`config.mk`:
```
export PLATFORM = sky130hd
export DESIGN_NAME = phase_shift_divider
export DESIGN_NICKNAME = d
export VERILOG_FILES = /design/src/rtl/phase_shift_divider.sv
export SDC_FILE = /design/constraint.sdc
export NUM_CORES = 1
export LEC_CHECK = 0
export CAP_MARGIN = 20
export CORE_UTILIZATION = 50
export CTS_BUF_LIST = sky130_fd_sc_hd__clkbuf_8
export DETAILED_ROUTE_END_ITERATION = 12
export DONT_BUFFER_PORTS = 1
export PLACE_DENSITY_LB_ADDON = 0.05
export SLEW_MARGIN = 20
export SYNTH_ARGS = -nofsm -noshare
export SYNTH_HDL_FRONTEND = slang
export SYNTH_SLANG_ARGS = --single-unit
export TNS_END_PERCENT = 50
```
`constraint.sdc`:
```
create_clock -name clk_i -period 17.1 [get_ports clk_i]
set_input_delay 2.565 -clock clk_i [delete_from_list [all_inputs] [get_ports clk_i]]
set_output_delay 2.565 -clock clk_i [all_outputs]
set_load 0.05 [all_outputs]
```
`src/rtl/phase_shift_divider.sv`:
```
// Programmable half-period divider with one-shot phase steps.
// Ports: clk_i/reset_i, enable_i, period_i, shift req/ack, phase, edge, offset.
module phase_shift_divider #(
  parameter  int CNT_WIDTH  = 7,
  parameter  int STEP       = 1,
  parameter  int MAX_OFFSET = 16,
  localparam int OFF_WIDTH  = $clog2(MAX_OFFSET + 1) + 1
) (
  input  logic                        clk_i,
  input  logic                        reset_i,
  input  logic                        enable_i,
  input  logic [CNT_WIDTH-1:0]        period_i,
  input  logic                        positiveShift_i,
  input  logic                        negativeShift_i,
  output logic                        shiftAck_o,
  output logic                        phasedSignal_o,
  output logic                        edge_o,
  output logic signed [OFF_WIDTH-1:0] offset_o,
  output logic                        offsetSat_o
);

  localparam int LW  = CNT_WIDTH + 2;
  localparam int OW1 = OFF_WIDTH + 1;

  localparam logic signed [LW-1:0] C_LMIN = LW'(2);
  localparam logic signed [LW-1:0] C_LMAX = LW'((2 ** CNT_WIDTH) - 1);
  localparam logic signed [LW-1:0] C_STEP = LW'(STEP);

  localparam logic signed [OW1-1:0] C_OMAX = OW1'(MAX_OFFSET);
  localparam logic signed [OW1-1:0] C_ONE  = OW1'(1);

  typedef enum logic [1:0] {
    P_NONE,
    P_POS,
    P_NEG
  } pend_t;

  pend_t r_pend, w_pend_nxt;

  logic [CNT_WIDTH-1:0]        r_cnt;
  logic [CNT_WIDTH-1:0]        r_cur_len;
  logic                        r_phase;
  logic                        r_edge;
  logic                        r_ack;
  logic signed [OFF_WIDTH-1:0] r_off;

  logic signed [LW-1:0]  w_base;
  logic signed [LW-1:0]  w_adj;
  logic [CNT_WIDTH-1:0]  w_cur_len;
  logic [CNT_WIDTH-1:0]  w_len_new;
  logic                  w_boundary;
  logic                  w_accept;
  logic                  w_apply;
  logic                  w_move_ok;
  logic signed [OW1-1:0] w_off_ext;
  logic signed [OW1-1:0] w_dir;
  logic signed [OW1-1:0] w_off_try;

  function automatic logic [CNT_WIDTH-1:0] f_clamp(
    input logic signed [LW-1:0] v
  );
    logic signed [LW-1:0] c;
    c = v;
    if (v < C_LMIN) c = C_LMIN;
    else if (v > C_LMAX) c = C_LMAX;
    return c[CNT_WIDTH-1:0];
  endfunction

  assign w_base = signed'({2'b00, period_i});

  // A cleared length register marks the first half-period after reset,
  // which runs on the live, clamped period_i.
  assign w_cur_len = (r_cur_len == '0) ? f_clamp(w_base) : r_cur_len;

  // >= keeps the counter from running away if the live length shrinks.
  assign w_boundary = enable_i &&
                      (r_cnt >= w_cur_len - CNT_WIDTH'(1));

  assign w_accept = (r_pend == P_NONE) &&
                    (positiveShift_i ^ negativeShift_i);

  assign w_off_ext = {r_off[OFF_WIDTH-1], r_off};
  assign w_dir     = (r_pend == P_POS) ? C_ONE : -C_ONE;
  assign w_off_try = w_off_ext + w_dir;
  assign w_move_ok = (w_off_try <= C_OMAX) && (w_off_try >= -C_OMAX);

  // Shift is discarded (no length change) if it would exceed the limit.
  assign w_apply = w_boundary && (r_pend != P_NONE) && w_move_ok;

  always_comb begin
    w_adj = '0;
    if (w_apply) w_adj = (r_pend == P_POS) ? -C_STEP : C_STEP;
  end

  assign w_len_new = f_clamp(w_base + w_adj);

  always_comb begin
    w_pend_nxt = r_pend;
    unique case (r_pend)
      P_NONE: begin
        if (w_accept)
          w_pend_nxt = positiveShift_i ? P_POS : P_NEG;
      end
      P_POS, P_NEG: begin
        if (w_boundary) w_pend_nxt = P_NONE;
      end
      default: w_pend_nxt = P_NONE;
    endcase
  end

  always_ff @(posedge clk_i) begin
    if (reset_i) begin
      r_pend    <= P_NONE;
      r_cnt     <= '0;
      r_cur_len <= '0;
      r_phase   <= 1'b0;
      r_edge    <= 1'b0;
      r_ack     <= 1'b0;
      r_off     <= '0;
    end else begin
      r_pend <= w_pend_nxt;
      r_ack  <= w_accept;
      r_edge <= w_boundary;
      if (w_boundary) begin
        r_cnt     <= '0;
        r_phase   <= ~r_phase;
        r_cur_len <= w_len_new;
      end else if (enable_i) begin
        r_cnt <= r_cnt + CNT_WIDTH'(1);
      end
      if (w_apply) r_off <= w_off_try[OFF_WIDTH-1:0];
    end
  end

  assign shiftAck_o     = r_ack;
  assign phasedSignal_o = r_phase;
  assign edge_o         = r_edge;
  assign offset_o       = r_off;
  assign offsetSat_o    = (w_off_ext == C_OMAX) || (w_off_ext == -C_OMAX);

endmodule

```
==> flow_summary.ini, run 1 <==
[sta]
slew_headroom = 0.506
finalCriticalPeriod_ns = 7.72
fin_tns_setup_ns = 0
final-hold-violation-count = 0
tightest_slew_ns = 0.740
fmax_mhz = 129
setup_viol_count_final = 0
slew_violations = 0
setup_ws_ns = 9.38
post-route-period-util = 0.452
grt_setup_unrepaired = no
skew_ns = 0.00382

[pwr]
power_frac_comb = 0.251
leakagePower_nw = 0.888
total_power_mw = 0.134
p_sw_mw = 0.0428
p_seq_frac = 0.473
p_sw_frac = 0.319
power_density_nw_per_um2 = 62.5
clockPowerShare = 0.275
intPower_mw = 0.0914
vdd_ir_drop_max_mv = 0.0548

[worst_setup_path]
startpoint_type = primary input
r2r_cells = 24
path_class = primary input to flop
required_ns = 17.26
r2r_start = r_cur_len[2]
r2r_end = r_cur_len[5]
reg2reg_slack_ns = 11.28
cp-end-kind = flop
critPathArrivalTime_ns = 7.89
critPathMaxFanout = 11

[final_layout]
fillers = 361
mostFrequentLayoutCells = nor2_1 (41), ha_1 (25), dfxtp_1 (25), a21oi_1 (17), nand2_1 (16)
drive_gt1_frac = 0.0598
multi_input_area_um2 = 1490
final_area_um2 = 2150
final_common_cell = nor2_1
area_growth_pct = 5.47
n_antenna_cell = 0
layout.nets = 291
fin_util = 0.569
register_area_um2 = 500

[clocking]
clk_pin_slew_worst_paths_ns = 0.09
cts_tree = yes
clk_latency_ns = 0.27
cts_resized = 0
cts_setup_buffers = 0
h-tree-depth = 1
cts.sinks = 25
cts-root-buf = clkbuf_8
clockBufferDepth = 2
cts_hold_buf = 0
cts_buffers = 3

[yosys]
synth-main-ff-cell = dfxtp_1
synth_edf_count = 0
synth_cells = 249
synth_seq_cells = 25
synth.distinct_cells = 45
yosys-top-cells-area = dfxtp_1 (25%), ha_1 (15%), nor2_1 (7.6%), xor2_1 (4.3%), a21oi_1 (4.2%)
ys.warnings.count = 0
avgSynthCellArea_um2 = 8.17
netlist.area_leader.share = 0.246
syn_area_um2 = 2030
syn-num-nets = 288
yosysSeqAreaShare = 0.246
async_flop_share = 0
synth_top_cell_by_area = dfxtp_1

[drt]
dr.pass1.iters = 4
remaining_drc_errors = 0
drt-vias-per-instance = 5.77
drt-wirelength-per-cell_um = 13.7
ant_nets = 0
drtIter0Drc = 115
finalWirelength_um = 4090
vias = 1725

[floorplan]
initial_core_util = 0.539
dieArea_um2 = 4330
core_area_um2 = 3770
io_pins = 22
rows = 22
die_w_um = 65.8
die_h_um = 65.8

[worst_hold_path]
min_path_cells = 2
hp-class = flop to flop
hold_path.startpoint = r_cur_len[4]
hold_end = r_cur_len[4]

[place]
port_buffers = 0
place.gp.congestion = 0.850
placed_cell_area_um2 = 2100
place_ws_ns = 9.05
dp_hpwl_um = 3300

[grt]
track_usage = 0.211
grt_max_degree = 16
grt_pass1_wl_um = 7170
grt_overflow = 0
antenna_found_initial = 0
grt_pass1_vias = 1583

[outcome]
outcome = finished clean

[run]
maxCapViolCount = 0
==> through the flow <==
step / instances / hold slack (ns)
after floorplan: 249 / 0.439
after global placement: 295 / 0.456
after detailed placement: 295 / 0.455
after CTS: 299 / 0.468
after global routing: 299 / 0.483
final: 299 / 0.467
==> cell type report <==
cell class,count,share of cell area
clock inverter,1,0.00350
timing repair buffer,1,0.00350
clock buffer,3,0.0192
sequential,25,0.233
tap,48,0.0280
multi-input combinational,211,0.695
inverter,10,0.0175
==> power groups by stage <==
stage / registers (mW) / clock network, mW / logic, mW
global route: 0.0639 / 0.0406 / 0.0391
finish: 0.0635 / 0.0369 / 0.0337
floorplan: 0.0645 / 0 / 0.0286
global placement: 0.0649 / 0 / 0.0338
CTS: 0.0635 / 0.0378 / 0.0339
detailed placement: 0.0649 / 0 / 0.0337
==> worst max-delay path, stage by stage <==
cell	delay, ns
nor4_1	0.26
nand2_1	0.11
a31oi_1	0.29
ha_1	0.25
o311a_1	0.21
nand3_1	0.10
xnor2_1	0.15
ha_1	0.31
a21oi_1	0.13
o21ai_1	0.07
o21bai_1	0.18
nand2_1	0.32
a211o_1	0.28
inv_2	0.09
ha_1	0.22
fa_1	0.43
a211oi_2	0.30
or2_1	0.20
a311oi_2	0.12
nor4b_1	0.52
inv_1	0.08
o311a_1	0.35
o21ai_2	0.24
o21ai_1	0.11
==> sequential cells by signal, indices dropped and copies added, names as in the netlist <==
| signal | flops |
|---|---|
| edge_o | 1 |
| offset_o | 6 |
| phasedSignal_o | 1 |
| r_cnt | 7 |
| r_cur_len | 7 |
| r_pend | 2 |
| shiftAck_o | 1 |
==> Yosys cell counts, types with 2 or more instances <==
library cell	instances
o21ai_1	11
o311a_1	2
o21bai_1	4
nor2_1	41
xor2_1	10
nor2b_1	4
or2_1	2
nor3_1	4
fa_1	2
ha_1	25
nand2_1	16
nand2b_1	9
o21a_1	2
a211oi_1	3
o31ai_1	2
nand4_1	3
clkbuf_1	3
nand3_1	3
a211oi_2	3
xnor2_1	7
inv_1	8
nor4b_1	3
mux2i_1	4
a31oi_1	3
nor4_1	4
a2bb2oi_1	2
a21o_1	6
dfxtp_1	25
o211ai_1	2
a211o_1	2
a21oi_1	17
inv_2	2
nor3b_1	3
==> worst max path at each step <==
stage | start | endpoint | slack (ns)
floorplan | period_i[6] | r_cur_len[0] | 9.61
global placement | period_i[6] | r_cur_len[5] | 9.26
detailed placement | period_i[6] | r_cur_len[5] | 9.05
CTS | period_i[6] | r_cur_len[5] | 9.33
global route | period_i[6] | r_cur_len[2] | 8.74
finish | period_i[6] | r_cur_len[5] | 9.38
==> kinds of logic (layout without fill, tap and decap cells) <==
group                    after synthesis  in the layout  synth area share
AO/OA/AOI/OAI                         66             66             0.226
XOR/XNOR                              17             17            0.0732
adder cells (fa/ha/maj)               27             27             0.173
buffers and inverters                 13             15            0.0240
flip-flops                            25             25             0.246
multiplexers                           5              5            0.0271
AND/OR/NAND/NOR                       96             96             0.230
==> layer usage <==
metal / track usage / routed length (µm)
met1: 0.285 / 2110
met2: 0.348 / 1820
met3: 0.0483 / 157
met4: 0.0245 / 10
met5: 0 / 0
Note: power is estimated with default switching activity, not from simulation.
==> inputs of run 2 (changes only) <==
==> constraint.sdc (replaced) <==
create_clock -name clk_i -period 6.9 [get_ports clk_i]
set_input_delay 1.035 -clock clk_i [delete_from_list [all_inputs] [get_ports clk_i]]
set_output_delay 1.035 -clock clk_i [all_outputs]
set_load 0.05 [all_outputs]
==> run 2 against run 1 <==
Net effect: flip-flop and latch count is the same; utilization stayed put; cell count did not move; first-iteration DRC count is 51% lower; sequential power rose by 150%; combinational power increased by 150%; clock skew increased by 0.00094 ns; register-to-register slack worse by 10 ns; global-route usage hardly changed; critical path depth is the same; total power is 150% higher; clock-buffer cell count did not move; highest routed layer unchanged.
==> flow_summary.ini, run 2 (synthesized netlist as in run 1, its figures left out) <==
[outcome]
outcome = finished clean

[final_layout]
register_area_um2 = 500
mostFrequentLayoutCells = nor2_1 (41), ha_1 (25), dfxtp_1 (25), a21oi_1 (17), nand2_1 (16)
layout.nets = 291
area_growth_pct = 5.47
multi_input_area_um2 = 1490
n_antenna_cell = 0
drive_gt1_frac = 0.0598
fillers = 368
final_common_cell = nor2_1
final_area_um2 = 2150
fin_cells = 299

[pwr]
power_frac_comb = 0.255
p_sw_frac = 0.312
leakagePower_nw = 0.888
total_power_mw = 0.329
clockPowerShare = 0.267
p_seq_frac = 0.478
vdd_ir_drop_max_mv = 0.117
p_sw_mw = 0.103
power_density_nw_per_um2 = 154
intPower_mw = 0.227

[sta]
slew_headroom = 0.507
post-route-period-util = 0.909
finalCriticalPeriod_ns = 6.27
tightest_slew_ns = 0.739
fmax_mhz = 159
setup_viol_count_final = 0
slew_violations = 0
grt_setup_unrepaired = no
final-hold-violation-count = 0
skew_ns = 0.00476
fin_tns_setup_ns = 0

[worst_setup_path]
cp_num_buf_inv = 2
crit_path_top_delay_cell = nor4b_1
r2r_cells = 25
critPathMaxFanout = 11
r2r_end = r_cur_len[3]
critPathArrivalTime_ns = 6.42
path_delay_family = compound AO/OA/AOI/OAI gates
reg2reg_slack_ns = 1.00
path_class = primary input to flop
crit_top_cell = ha_1
cpPeakStageDelay_ns = 0.59
cp-end-kind = flop
critical_path.startpoint = period_i[6]
required_ns = 7.05
startpoint_type = primary input
path_cells = nor4_1, nand2_1, a31oi_1, ha_1, o311a_1, nand3_1, xnor2_1, ha_1, a21oi_1, o21ai_1, o21bai_1, nand2_1, a211o_1, inv_2, ha_1, fa_1, a211oi_2, or2_1, a311oi_2, nor4b_1, inv_1, o311a_1, o21ai_2, o21ai_1
r2r_start = r_cur_len[2]

[clocking]
clk_pin_slew_worst_paths_ns = 0.09
h-tree-depth = 1
clk_latency_ns = 0.27
cts_tree = yes
cts.sinks = 25
cts_setup_buffers = 0
cts-root-buf = clkbuf_8
cts_hold_buf = 0
cts_resized = 0
clockBufferDepth = 2
cts_buffers = 3

[place]
port_buffers = 0
place.gp.congestion = 0.846
placed_cells = 295
dp_hpwl_um = 3350
placed_cell_area_um2 = 2100

[floorplan]
core_area_um2 = 3770
initial_core_util = 0.539
rows = 22
io_pins = 22
die_h_um = 65.8
die_w_um = 65.8
dieArea_um2 = 4330

[grt]
grt_max_degree = 16
antenna_found_initial = 0
track_usage = 0.211
grt_pass1_wl_um = 7130
grt_pass1_vias = 1654
grt_overflow = 0

[run]
maxCapViolCount = 0

[drt]
drt-wirelength-per-cell_um = 13.8
drtIter0Drc = 56
vias = 1694
drt-vias-per-instance = 5.67
remaining_drc_errors = 0
finalWirelength_um = 4140
dr.pass1.iters = 4
ant_nets = 0

[worst_hold_path]
hold_path.startpoint = r_cur_len[4]
hold_end = r_cur_len[4]
min_path_cells = 2
hp-class = flop to flop
run 2: cell counts in the layout (fill, tap and decap cells not counted):
No cell type changed its count.
run 2: worst min-delay path: stages (launching register included):
cell,delay (ns)
dfxtp_1,0.33
nand2_1,0.05
o21ai_1,0.05
run 2: layout make-up:
cell class / count / area share
clock buffers: 3 / 0.0192
flip-flops and latches: 25 / 0.233
multi-input cells: 211 / 0.695
inverters: 10 / 0.0175
well taps: 48 / 0.0280
clock inverters: 1 / 0.00350
repair buffers: 1 / 0.00350
run 2: how the worst max path moves through the flow:
stage                         to  cells past startpoint
floorplan           r_cur_len[0]                     25
global placement    r_cur_len[2]                     24
detailed placement  r_cur_len[2]                     24
CTS                 r_cur_len[2]                     24
global route        r_cur_len[2]                     24
finish              r_cur_len[3]                     24
run 2: routing by layer:
layer	wire length, µm	up-vias	part of all wire	GRT usage
met1	2070	766	0.50	0.273
met5	0	-	0	0
met2	1880	21	0.45	0.362
met4	21	0	0.0051	0.0326
met3	167	2	0.040	0.0466
li1	-	905	-	-
run 2: stage by stage:
step,hold WS (ns),utilization,worst slack (ns)
floorplan,0.439,-,0.944
global placement,0.460,0.556,0.600
detailed placement,0.461,0.556,0.399
CTS,0.475,0.569,0.674
global route,0.501,0.569,0.158
finish,0.472,0.569,0.629
run 2: power by group through the flow:
| stage | registers (mW) | logic [mW] | clock network, mW |
|---|---|---|---|
| 2_1_floorplan | 0.160 | 0.0709 | 0 |
| 3_3_place_gp | 0.161 | 0.0833 | 0 |
| 3_5_place_dp | 0.161 | 0.0836 | 0 |
| 4_1_cts | 0.157 | 0.0843 | 0.0935 |
| 5_1_grt | 0.158 | 0.0972 | 0.0981 |
| 6_report | 0.157 | 0.0841 | 0.0881 |
==> inputs of run 3 (changes only) <==
--- a/config.mk
+++ b/config.mk
@@ -6,6 +6,7 @@
 export NUM_CORES = 1
 export LEC_CHECK = 0
 export CAP_MARGIN = 20
+export CORE_ASPECT_RATIO = 1.5
 export CORE_UTILIZATION = 50
 export CTS_BUF_LIST = sky130_fd_sc_hd__clkbuf_8
 export DETAILED_ROUTE_END_ITERATION = 12
@@ -15,4 +16,4 @@
 export SYNTH_ARGS = -nofsm -noshare
 export SYNTH_HDL_FRONTEND = slang
 export SYNTH_SLANG_ARGS = --single-unit
-export TNS_END_PERCENT = 50
+export TNS_END_PERCENT = 30
==> run 3 against run 2 <==
Net effect: utilization down 2.1 points; clock-buffer cell count unchanged; flip-flop and latch count unchanged.
==> flow_summary.ini, run 3 (synthesized netlist as in run 1, its figures left out) <==
[outcome]
outcome = finished clean

[drt]
remaining_drc_errors = 0
drtIter0Drc = 30
drt-wirelength-per-cell_um = 15.2
ant_nets = 0
dr.pass1.iters = 4
vias = 1735
drt-vias-per-instance = 5.84
finalWirelength_um = 4510

[worst_setup_path]
critPathArrivalTime_ns = 6.02
critical_path.startpoint = period_i[6]
path_cells = nor4_1, nand2_1, a31oi_1, ha_1, o311a_1, nand3_1, xnor2_1, ha_1, nand4_1, o21bai_1, nand2_1, a2111o_1, inv_2, ha_1, a211oi_2, or2_1, a311oi_2, nor4b_1, inv_1, o311a_1, o21ai_2, o21ai_1
required_ns = 7.07
reg2reg_slack_ns = 1.36
crit_top_cell = ha_1
crit_end = r_cur_len[3]
startpoint_type = primary input
cp-end-kind = flop
r2r_start = r_cur_len[2]
critPathMaxFanout = 9
path_class = primary input to flop
cpPeakStageDelay_ns = 0.48
crit_path_top_delay_cell = nor4b_1
r2r_cells = 24
r2r_end = r_cur_len[3]

[sta]
setup_viol_count_final = 0
slew_headroom = 0.536
skew_ns = 0.0154
fmax_mhz = 171
final-hold-violation-count = 0
hold_slack_ns = 0.475
fin_tns_setup_ns = 0
grt_setup_unrepaired = no
post-route-period-util = 0.847
slew_violations = 0
tightest_slew_ns = 0.695
finalCriticalPeriod_ns = 5.85

[grt]
grt_pass1_vias = 1671
antenna_found_initial = 0
track_usage = 0.234
grt_max_degree = 17
grt_overflow = 0
grt_pass1_wl_um = 7490

[run]
maxCapViolCount = 0

[floorplan]
die_w_um = 54.1
initial_core_util = 0.518
dieArea_um2 = 4330
rows = 28
io_pins = 22
core_area_um2 = 3920
die_h_um = 80.1

[worst_hold_path]
hp-class = flop to flop

[pwr]
total_power_mw = 0.335
leakagePower_nw = 0.897
power_density_nw_per_um2 = 156
vdd_ir_drop_max_mv = 0.0898

[clocking]
h-tree-depth = 1
cts_hold_buf = 0
cts_resized = 0
clockBufferDepth = 2
clk_pin_slew_worst_paths_ns = 0.10
clk_latency_ns = 0.28
cts_buffers = 3
cts-root-buf = clkbuf_8
cts_setup_buffers = 0
cts.sinks = 25
cts_tree = yes

[place]
dp_hpwl_um = 3700
port_buffers = 0
place.gp.congestion = 0.862

[final_layout]
final_common_cell = nor2_1
fin_util = 0.548
drive_gt1_frac = 0.0635
mostFrequentLayoutCells = nor2_1 (41), ha_1 (25), dfxtp_1 (25), a21oi_1 (17), nand2_1 (16)
area_growth_pct = 5.72
layout.nets = 292
n_antenna_cell = 0
==> run 3: cell types whose count changed in the layout (fill, tap and decap cells not counted) <==
cell,change
inv_6,+1
clkinvlp_4,-1
buf_4,+1
==> run 3: cell type report <==
| type | count | area (µm²) |
|---|---|---|
| inverter | 10 | 37.5 |
| multi-input combinational | 211 | 1490 |
| timing repair buffer | 2 | 15.0 |
| clock buffer | 3 | 41.3 |
| sequential | 25 | 500 |
| fill | 412 | 1770 |
| clock inverter | 1 | 8.76 |
| tap | 45 | 56.3 |
==> run 3: worst min path at each step <==
stage / startpoint / end / slack, ns / depth (start not counted)
5_1_grt: r_cur_len[4] / r_cur_len[4] / 0.50 / 2
2_1_floorplan: r_cur_len[3] / r_cur_len[3] / 0.44 / 2
3_5_place_dp: r_cur_len[4] / r_cur_len[4] / 0.46 / 2
3_3_place_gp: r_cur_len[0] / r_cur_len[0] / 0.46 / 2
4_1_cts: r_cur_len[4] / r_cur_len[4] / 0.48 / 2
6_report: r_cur_len[4] / r_cur_len[4] / 0.47 / 2
==> run 3: per-stage QoR <==
step / worst slack (ns) / cells / cell area [µm²]
3_3_place_gp: 0.874 / 293 / 2100
4_1_cts: 1.09 / 297 / 2150
5_1_grt: 0.542 / 297 / 2150
2_1_floorplan: 0.944 / 249 / 2030
6_report: 1.05 / 297 / 2150
3_5_place_dp: 0.791 / 293 / 2100
==> run 3: worst max-delay path: cells and delay by family <==
| family | cells | cell delay, ns |
|---|---|---|
| xor gates and xnor gates | 1 | 0.15 |
| adders and majority gates | 3 | 0.88 |
| buffers and inverters | 2 | 0.30 |
| and+or+nand+nor | 7 | 1.37 |
| AOI/OAI and AO/OA | 9 | 2.29 |
==> run 3: routing by layer <==
layer / up-vias / share of wire / track usage
met2: 28 / 0.51 / 0.405
met3: 6 / 0.038 / 0.0417
met1: 792 / 0.44 / 0.274
met4: 0 / 0.017 / 0.0923
li1: 909 / - / -
met5: - / 0 / 0
==> run 3: power by group <==
group          internal [mW]  leakage, nW  switching [mW]  total, mW
registers              0.149        0.202         0.00851      0.157
logic                 0.0367        0.668          0.0481     0.0848
clock network         0.0424       0.0261          0.0506     0.0930
